## src/rtl/hazard_detect_unit_pkg.sv

```systemverilog
// hazard_pkg: pipeline tracking entry type and register-hazard helper shared by the hazard unit.
package hazard_pkg;
  localparam int REG_W = 5;
  typedef struct packed {
    logic             valid;
    logic [REG_W-1:0] dest;
    logic             wb_en;
    logic             mem_read;
  } stage_entry_t;
  localparam stage_entry_t BUBBLE = '0;
  localparam logic [REG_W-1:0] REG_ZERO = '0;
  function automatic logic hits(input stage_entry_t e, input logic [REG_W-1:0] s);
    return e.valid && e.wb_en && e.dest == s && s != REG_ZERO;
  endfunction
endpackage

```

## src/rtl/hazard_detect_unit_match.sv

```systemverilog
// hazard_match: flags when a tracked stage entry writes any source the ID instruction reads.
module hazard_match
  import hazard_pkg::*;
(
  input  stage_entry_t     entry,
  input  logic             id_valid,
  input  logic [REG_W-1:0] src1,
  input  logic [REG_W-1:0] src2,
  input  logic [REG_W-1:0] st_src,
  input  logic             src2_used,
  input  logic             is_store,
  output logic             hit
);
  assign hit = id_valid & (hits(entry, src1) | (src2_used & hits(entry, src2)) | (is_store & hits(entry, st_src)));
endmodule

```

## src/rtl/hazard_detect_unit.sv

```systemverilog
// hazard_detect_unit: ID-stage stall generation and EX/MEM/WB destination tracking; FORWARDING_EN selects load-use-only stalls with forwarding outputs.
module hazard_detect_unit
  import hazard_pkg::*;
#(
  parameter int REG_ADDR_W  = 5,
  parameter int STALL_CNT_W = 16
) (
  input  logic                   clk,
  input  logic                   rst,
  input  logic                   ext_freeze,
  input  logic                   id_valid,
  input  logic [REG_ADDR_W-1:0]  id_src1,
  input  logic [REG_ADDR_W-1:0]  id_src2,
  input  logic                   id_src2_used,
  input  logic                   id_is_store,
  input  logic [REG_ADDR_W-1:0]  id_st_src,
  input  logic [REG_ADDR_W-1:0]  id_dest,
  input  logic                   id_wb_en,
  input  logic                   id_mem_read,
  output logic                   stall,
  output logic [REG_ADDR_W-1:0]  dest_mem,
  output logic                   wb_en_mem,
  output logic [REG_ADDR_W-1:0]  dest_wb,
  output logic                   wb_en_wb,
  output logic [STALL_CNT_W-1:0] stall_count
);
  stage_entry_t ex_q, mem_q, wb_q, id_e;
  logic ex_hit;
  assign id_e = '{valid: 1'b1, dest: id_dest, wb_en: id_wb_en, mem_read: id_mem_read};
  hazard_match u_ex (
    .entry(ex_q), .id_valid(id_valid), .src1(id_src1), .src2(id_src2), .st_src(id_st_src),
    .src2_used(id_src2_used), .is_store(id_is_store), .hit(ex_hit)
  );
`ifdef FORWARDING_EN
  assign stall     = ex_hit & ex_q.mem_read;
  assign dest_mem  = mem_q.dest;
  assign wb_en_mem = mem_q.valid & mem_q.wb_en;
  assign dest_wb   = wb_q.dest;
  assign wb_en_wb  = wb_q.valid & wb_q.wb_en;
`else
  logic mem_hit;
  // WB writes the register file in the first half-cycle, so only EX and MEM can stall
  hazard_match u_mem (
    .entry(mem_q), .id_valid(id_valid), .src1(id_src1), .src2(id_src2), .st_src(id_st_src),
    .src2_used(id_src2_used), .is_store(id_is_store), .hit(mem_hit)
  );
  assign stall     = ex_hit | mem_hit;
  assign dest_mem  = '0;
  assign wb_en_mem = 1'b0;
  assign dest_wb   = '0;
  assign wb_en_wb  = 1'b0;
`endif
  always_ff @(posedge clk) begin
    if (rst) begin
      ex_q        <= BUBBLE;
      mem_q       <= BUBBLE;
      wb_q        <= BUBBLE;
      stall_count <= '0;
    end else if (!ext_freeze) begin
      ex_q        <= (stall || !id_valid) ? BUBBLE : id_e;
      mem_q       <= ex_q;
      wb_q        <= mem_q;
      stall_count <= (stall && stall_count != '1) ? stall_count + 1'b1 : stall_count;
    end
  end
endmodule

```

## config.mk

```make
export PLATFORM = sky130hd
export DESIGN_NAME = hazard_detect_unit
export DESIGN_NICKNAME = d
export VERILOG_FILES = /design/src/rtl/hazard_detect_unit_pkg.sv /design/src/rtl/hazard_detect_unit_match.sv /design/src/rtl/hazard_detect_unit.sv
export SDC_FILE = /design/constraint.sdc
export NUM_CORES = 1
export LEC_CHECK = 0
export BUFFER_PORTS_ARGS = -buffer_cell sky130_fd_sc_hd__buf_2
export CAP_MARGIN = 20
export CELL_PAD_IN_SITES_DETAIL_PLACEMENT = 1
export CELL_PAD_IN_SITES_GLOBAL_PLACEMENT = 1
export CORE_UTILIZATION = 35
export DETAILED_ROUTE_END_ITERATION = 12
export PLACE_DENSITY_LB_ADDON = 0.1
export SLEW_MARGIN = 15
export SYNTH_ARGS = -nofsm -noshare
export SYNTH_HDL_FRONTEND = slang
export SYNTH_SLANG_ARGS = --single-unit
```

## constraint.sdc

```tcl
create_clock -name clk -period 2.4 [get_ports clk]
set_input_delay 0.48 -clock clk [delete_from_list [all_inputs] [get_ports clk]]
set_output_delay 0.48 -clock clk [all_outputs]
set_load 0.01 [all_outputs]
```

==> flow_summary.json, run 1 <==
{
  "core_area_mm2": 0.00557,
  "totalWireLength_mm": 5.66,
  "tritoncts": "built",
  "grt_pass1_wl_mm": 9.12,
  "violations": "setup timing",
  "pin_count": 57,
  "outcome": "finished, violations left",
  "worst-path-max-fanout": 2,
  "placed_cells": 370,
  "endpoint_kind": "output pin",
  "rsz0062_at_grt": "yes",
  "synthToLayoutAreaGrowth_pct": 35.9,
  "cts_htree_levels": 2,
  "final_common_cell": "buf_2",
  "yosysTopAreaCell": "dfxtp_1",
  "critPathArrivalTime_ns": 2.03,
  "avgRoutedWirePerCell_um": 14.8,
  "grtUsageTotal_pct": 19.1,
  "drtIter0Drc": 55,
  "ys_ff_latch": 30,
  "top_usage_layer": "met2",
  "dr.pass1.iters": 4,
  "syn_inst": 237,
  "num_vias": 1878,
  "grt_pass1_vias": 1894,
  "die_w_um": 78.6,
  "antenna_found_initial": 0,
  "final.min_clock_period_ns": 2.51,
  "final.period_utilization_pct": 105,
  "start_util_pct": 36.8,
  "place_congestion": 0.778,
  "worst_ep_required_time_ns": 1.92,
  "hold_viol": 0,
  "rows": 27,
  "holdBufCountCts": 0,
  "path_class": "primary input to output pin",
  "final.setup.worst_slack_ns": -0.114,
  "remaining_drc_errors": 0,
  "synth_area_leaders": "dfxtp_1 (29%), xnor2_1 (7.7%), xor2_1 (5.1%)",
  "grt_use_met1_pct": 24.5,
  "clock_path_buffers": 2,
  "antenna_left": 0,
  "syn-cell-area_mm2": 0.00205,
  "finalPower_mw": 1.20,
  "setup_viol": 1,
  "use_met2_pct": 32.1,
  "syn_avg_cell_area_um2": 8.66,
  "mostFrequentLayoutCells": "buf_2 (39), buf_4 (35), dfxtp_1 (29)",
  "grt_max_degree": 36,
  "hold_class": "primary input to flip-flop",
  "synth_top_area_share_pct": 29.3,
  "slew_violations": 0,
  "peakVddDrop_v": 0.000269,
  "yosysWarnings": 0,
  "die_y_um": 78.6,
  "path_clk_slew_ns": 0.07,
  "clock-sinks": 30,
  "die_area_mm2": 0.00617,
  "cts_buffers": 5,
  "grt_util_met3_pct": 3.49,
  "drv_cap": 0,
  "fin_nets": 339,
  "fin_skew_ns": 0.00615,
  "diodes": 0,
  "cts_root_buffer": "clkbuf_8",
  "vias_per_cell": 4.90,
  "port_buffers": 43,
  "hpwl_mm": 4.11,
  "seq_area_frac_synth_pct": 29.3,
  "dp_slack_ns": -0.234,
  "grt-ovfl-total": 0,
  "power.density_mw_per_mm2": 431,
  "start_kind": "primary input",
  "slew-limit-headroom_pct": 58.8,
  "ys_types": 37,
  "fmax_mhz": 398,
  "tightest_slew_ns": 0.612,
  "worstSkewPairLatency_ns": 0.28,
  "final_layout_size_suffix_gt1_share_pct": 40.8,
  "leakage_nw": 1.22,
  "stdcell_count": 383
}
-- power breakdown --
group          internal, mW  switching [mW]  total [mW]
registers             0.505          0.0115       0.517
logic                0.0874          0.0932       0.181
clock network         0.305           0.198       0.503
-- worst paths after layout --
kind	startpoint	end	slack [ns]	cells after the start
min	id_dest[4]	ex_q[6]$_SDFFE_PP0N_	0.46	3
min reg2reg	ex_q[7]$_SDFFE_PP0N_	ex_q[7]$_SDFFE_PP0N_	0.48	2
max	id_src2[1]	stall	-0.11	9
max reg2reg	mem_q[5]$_SDFFE_PP0N_	stall_count[15]$_SDFFE_PP0P_	0.08	8
-- cell families after synthesis --
group,count (synthesis),share of synthesized area [%]
AND/OR/NAND/NOR,94,24.1
AO/OA/AOI/OAI,31,12.4
XOR/XNOR,30,12.8
flip-flops,30,29.3
buffers and inverters,29,8.41
multiplexers,21,12.2
adder cells (fa/ha/maj),1,0.610
other,1,0.183
-- registers in the layout (all words and copies together) (netlist names) --
signal	count
ex_q	7
mem_q	7
stall_count	16
-- stage by stage --
step / hold slack [ns] / cell area [µm²] / utilization [%] / setup TNS [ns]
6_report: 0.457 / 2790 / 50.0 / -0.114
5_1_grt: 0.465 / 2790 / 50.0 / -0.900
4_1_cts: 0.449 / 2740 / 49.1 / -0.0960
3_5_place_dp: 0.473 / 2510 / 45.0 / -2.18
3_3_place_gp: 0.472 / 2510 / 45.0 / -1.97
2_1_floorplan: 0.458 / 2090 / - / 0
-- synth_stat cells (all sizes together) --
| cell type | count |
|---|---|
| nor2 | 23 |
| mux2i | 7 |
| nor3 | 2 |
| o311ai | 2 |
| and3 | 4 |
| and2 | 3 |
| o21ai | 1 |
| o22ai | 7 |
| buf | 16 |
| xnor2 | 18 |
| o221ai | 1 |
| inv | 3 |
| a21o | 1 |
| a21bo | 1 |
| and4 | 3 |
| nand2b | 7 |
| or4 | 3 |
| clkbuf | 10 |
| nor4 | 6 |
| a21oi | 15 |
| nand4 | 5 |
| ha | 1 |
| a41oi | 1 |
| xor2 | 12 |
| a21boi | 2 |
| dfxtp | 30 |
| nand2 | 14 |
| nand3 | 10 |
| mux2 | 14 |
| nor2b | 14 |
| conb | 1 |
-- repair_timing --
action	in CTS	in global routing
setup buffers	3	2
resized for setup	18	5
endpoints found under the setup margin	1	7
pin swaps	9	7
-- routing by layer --
metal  vias up  routed length, µm
met2        37               2710
met1       889               2690
met3        10                148
met5         -                  0
li1        942                  -
met4         0                118
-- critical path: stages --
cell and delay (ns):
buf_6 0.09, or4_4 0.54, nor2_4 0.13, buf_6 0.11, nor4_4 0.04, nor3_2 0.25, o22ai_2 0.10, and2_1 0.16
buf_2 0.13
-- layout make-up --
cell class	count	area [µm²]
clock buffers	5	68.8
multi-input cells	189	1420
clock inverters	3	40.0
inverters	3	11.3
repair buffers	81	554
well taps	72	90.1
flip-flops and latches	30	602
fillers	700	2790
Power figures use the tool's default switching activity.
==> run 2: changes to the inputs <==
- BUFFER_PORTS_ARGS: -buffer_cell sky130_fd_sc_hd__buf_2 -> not set
- CORE_UTILIZATION: 35 -> 42
- DONT_BUFFER_PORTS: not set -> 1
==> flow_summary.json, run 2 (same netlist as run 1, synthesis figures left out) <==
{
  "die_y_um": 71.9,
  "num_vias": 1680,
  "cts_htree_levels": 2,
  "drtIter0Drc": 94,
  "totalWireLength_mm": 5.28,
  "grt_pass1_wl_mm": 8.38,
  "grt-ovfl-total": 0,
  "p_seq_share_pct": 49.8,
  "dr.pass1.iters": 4,
  "stdcell_count": 314,
  "peakVddDrop_v": 0.000248,
  "fin_skew_ns": 0.00636,
  "grt_max_degree": 51,
  "fin_nets": 275,
  "holdBufCountCts": 0,
  "regMostFlops": "stall_count",
  "leakage_nw": 0.907,
  "hold_viol": 0,
  "hpwl_mm": 3.73,
  "placed_cells": 304,
  "pwr-share-clk_pct": 39.9,
  "slew_violations": 0,
  "core_area_mm2": 0.00472,
  "setup_viol": 0,
  "pwr-share-comb_pct": 10.3,
  "cts_buffers": 5,
  "fmax_mhz": 428,
  "start_kind": "primary input",
  "vias_per_cell": 5.35,
  "setup_tns_ns": 0,
  "start_util_pct": 43.4,
  "hold_class": "primary input to flip-flop",
  "power.density_mw_per_mm2": 432,
  "startpoint": "id_st_src[1]",
  "outcome": "complete, no violations",
  "p_sw_share_pct": 24.2,
  "place_congestion": 0.893,
  "worst-path-max-fanout": 3,
  "path_class": "primary input to output pin",
  "antenna_found_initial": 0,
  "worstSkewPairLatency_ns": 0.28,
  "final.min_clock_period_ns": 2.34,
  "avgRoutedWirePerCell_um": 16.8,
  "grt_pass1_vias": 1766,
  "timing.rr.start": "stall_count[0]$_SDFFE_PP0P_",
  "critPathArrivalTime_ns": 1.86,
  "mostFrequentLayoutCells": "dfxtp_1 (26), nor2_1 (21), xnor2_1 (16)",
  "remaining_drc_errors": 0,
  "clock-sinks": 30,
  "pin_count": 57,
  "port_buffers": 0,
  "synthToLayoutAreaGrowth_pct": 17.2,
  "worst_ep_required_time_ns": 1.92,
  "switching_power_mw": 0.251,
  "die_area_mm2": 0.00517,
  "drv_cap": 0,
  "tritoncts": "built",
  "die_w_um": 71.9,
  "endpoint_kind": "output pin",
  "path_clk_slew_ns": 0.06,
  "grtUsageTotal_pct": 21.1,
  "final_layout_size_suffix_gt1_share_pct": 27.1,
  "worstHoldStart": "rst",
  "diodes": 0,
  "cts_root_buffer": "clkbuf_8",
  "clock_path_buffers": 2,
  "intPower_mw": 0.787,
  "final_common_cell": "dfxtp_1",
  "rows": 25,
  "final.period_utilization_pct": 97.3,
  "largest_register_ffs": 16,
  "reg_top3": "stall_count (16), ex_q (7), mem_q (7)",
  "antenna_left": 0
}
run 2: final timing paths:
| check | cells past startpoint | slack, ns | end |
|---|---|---|---|
| worst max-delay path | 6 | 0.06 | stall |
| worst min-delay path | 1 | 0.27 | mem_q[5]$_SDFFE_PP0N_ |
| worst max register to register | 8 | 0.22 | stall_count[4]$_SDFFE_PP0P_ |
| worst min register to register | 2 | 0.48 | ex_q[7]$_SDFFE_PP0N_ |
run 2: stage by stage:
stage / utilization, % / instance area (µm²) / power [mW] / hold slack [ns] / worst slack [ns]
after floorplan: - / 2090 / 0.623 / 0.458 / 0.0956
after global placement: 45.6 / 2150 / 0.607 / 0.458 / 0.0507
after detailed placement: 45.6 / 2150 / 0.613 / 0.466 / -0.100
after CTS: 49.5 / 2340 / 1.05 / 0.258 / 0.00491
after global routing: 50.9 / 2400 / 1.09 / 0.258 / -0.00479
final: 50.9 / 2400 / 1.04 / 0.274 / 0.0645
run 2: area by class of cell:
type,count,area [µm²]
Timing Repair Buffer,17,153
Tap cell,67,83.8
Clock inverter,1,5.00
Inverter,3,11.3
Clock buffer,7,86.3
Fill cell,544,2320
Multi-Input combinational cell,189,1460
Sequential cell,30,611
run 2: worst max-delay path: stages:
cell and delay [ns]:
or4_4 0.53, o21ai_4 0.21, nor4_4 0.09, nor3_2 0.23, o22ai_1 0.13, and2_4 0.18
run 2: power groups by stage:
stage	logic [mW]	clock network (mW)	registers, mW
after floorplan	0.103	0	0.520
after global placement	0.0788	0	0.528
after detailed placement	0.0837	0	0.529
after CTS	0.0978	0.435	0.518
after global routing	0.116	0.459	0.518
final	0.106	0.414	0.517
run 2: what timing repair did:
action	in CTS	in global routing
hold endpoints to repair	0	0
gates resized for setup	17	10
setup endpoints to repair	3	1
pin swaps	1	4
buffers inserted	0	2
run 2: layer usage:
layer	routed length, µm	up-vias	GRT usage, %
met5	0	-	0
met4	39	0	7.84
met3	250	4	6.25
met2	2640	43	33.5
met1	2350	821	27.3
li1	-	812	-
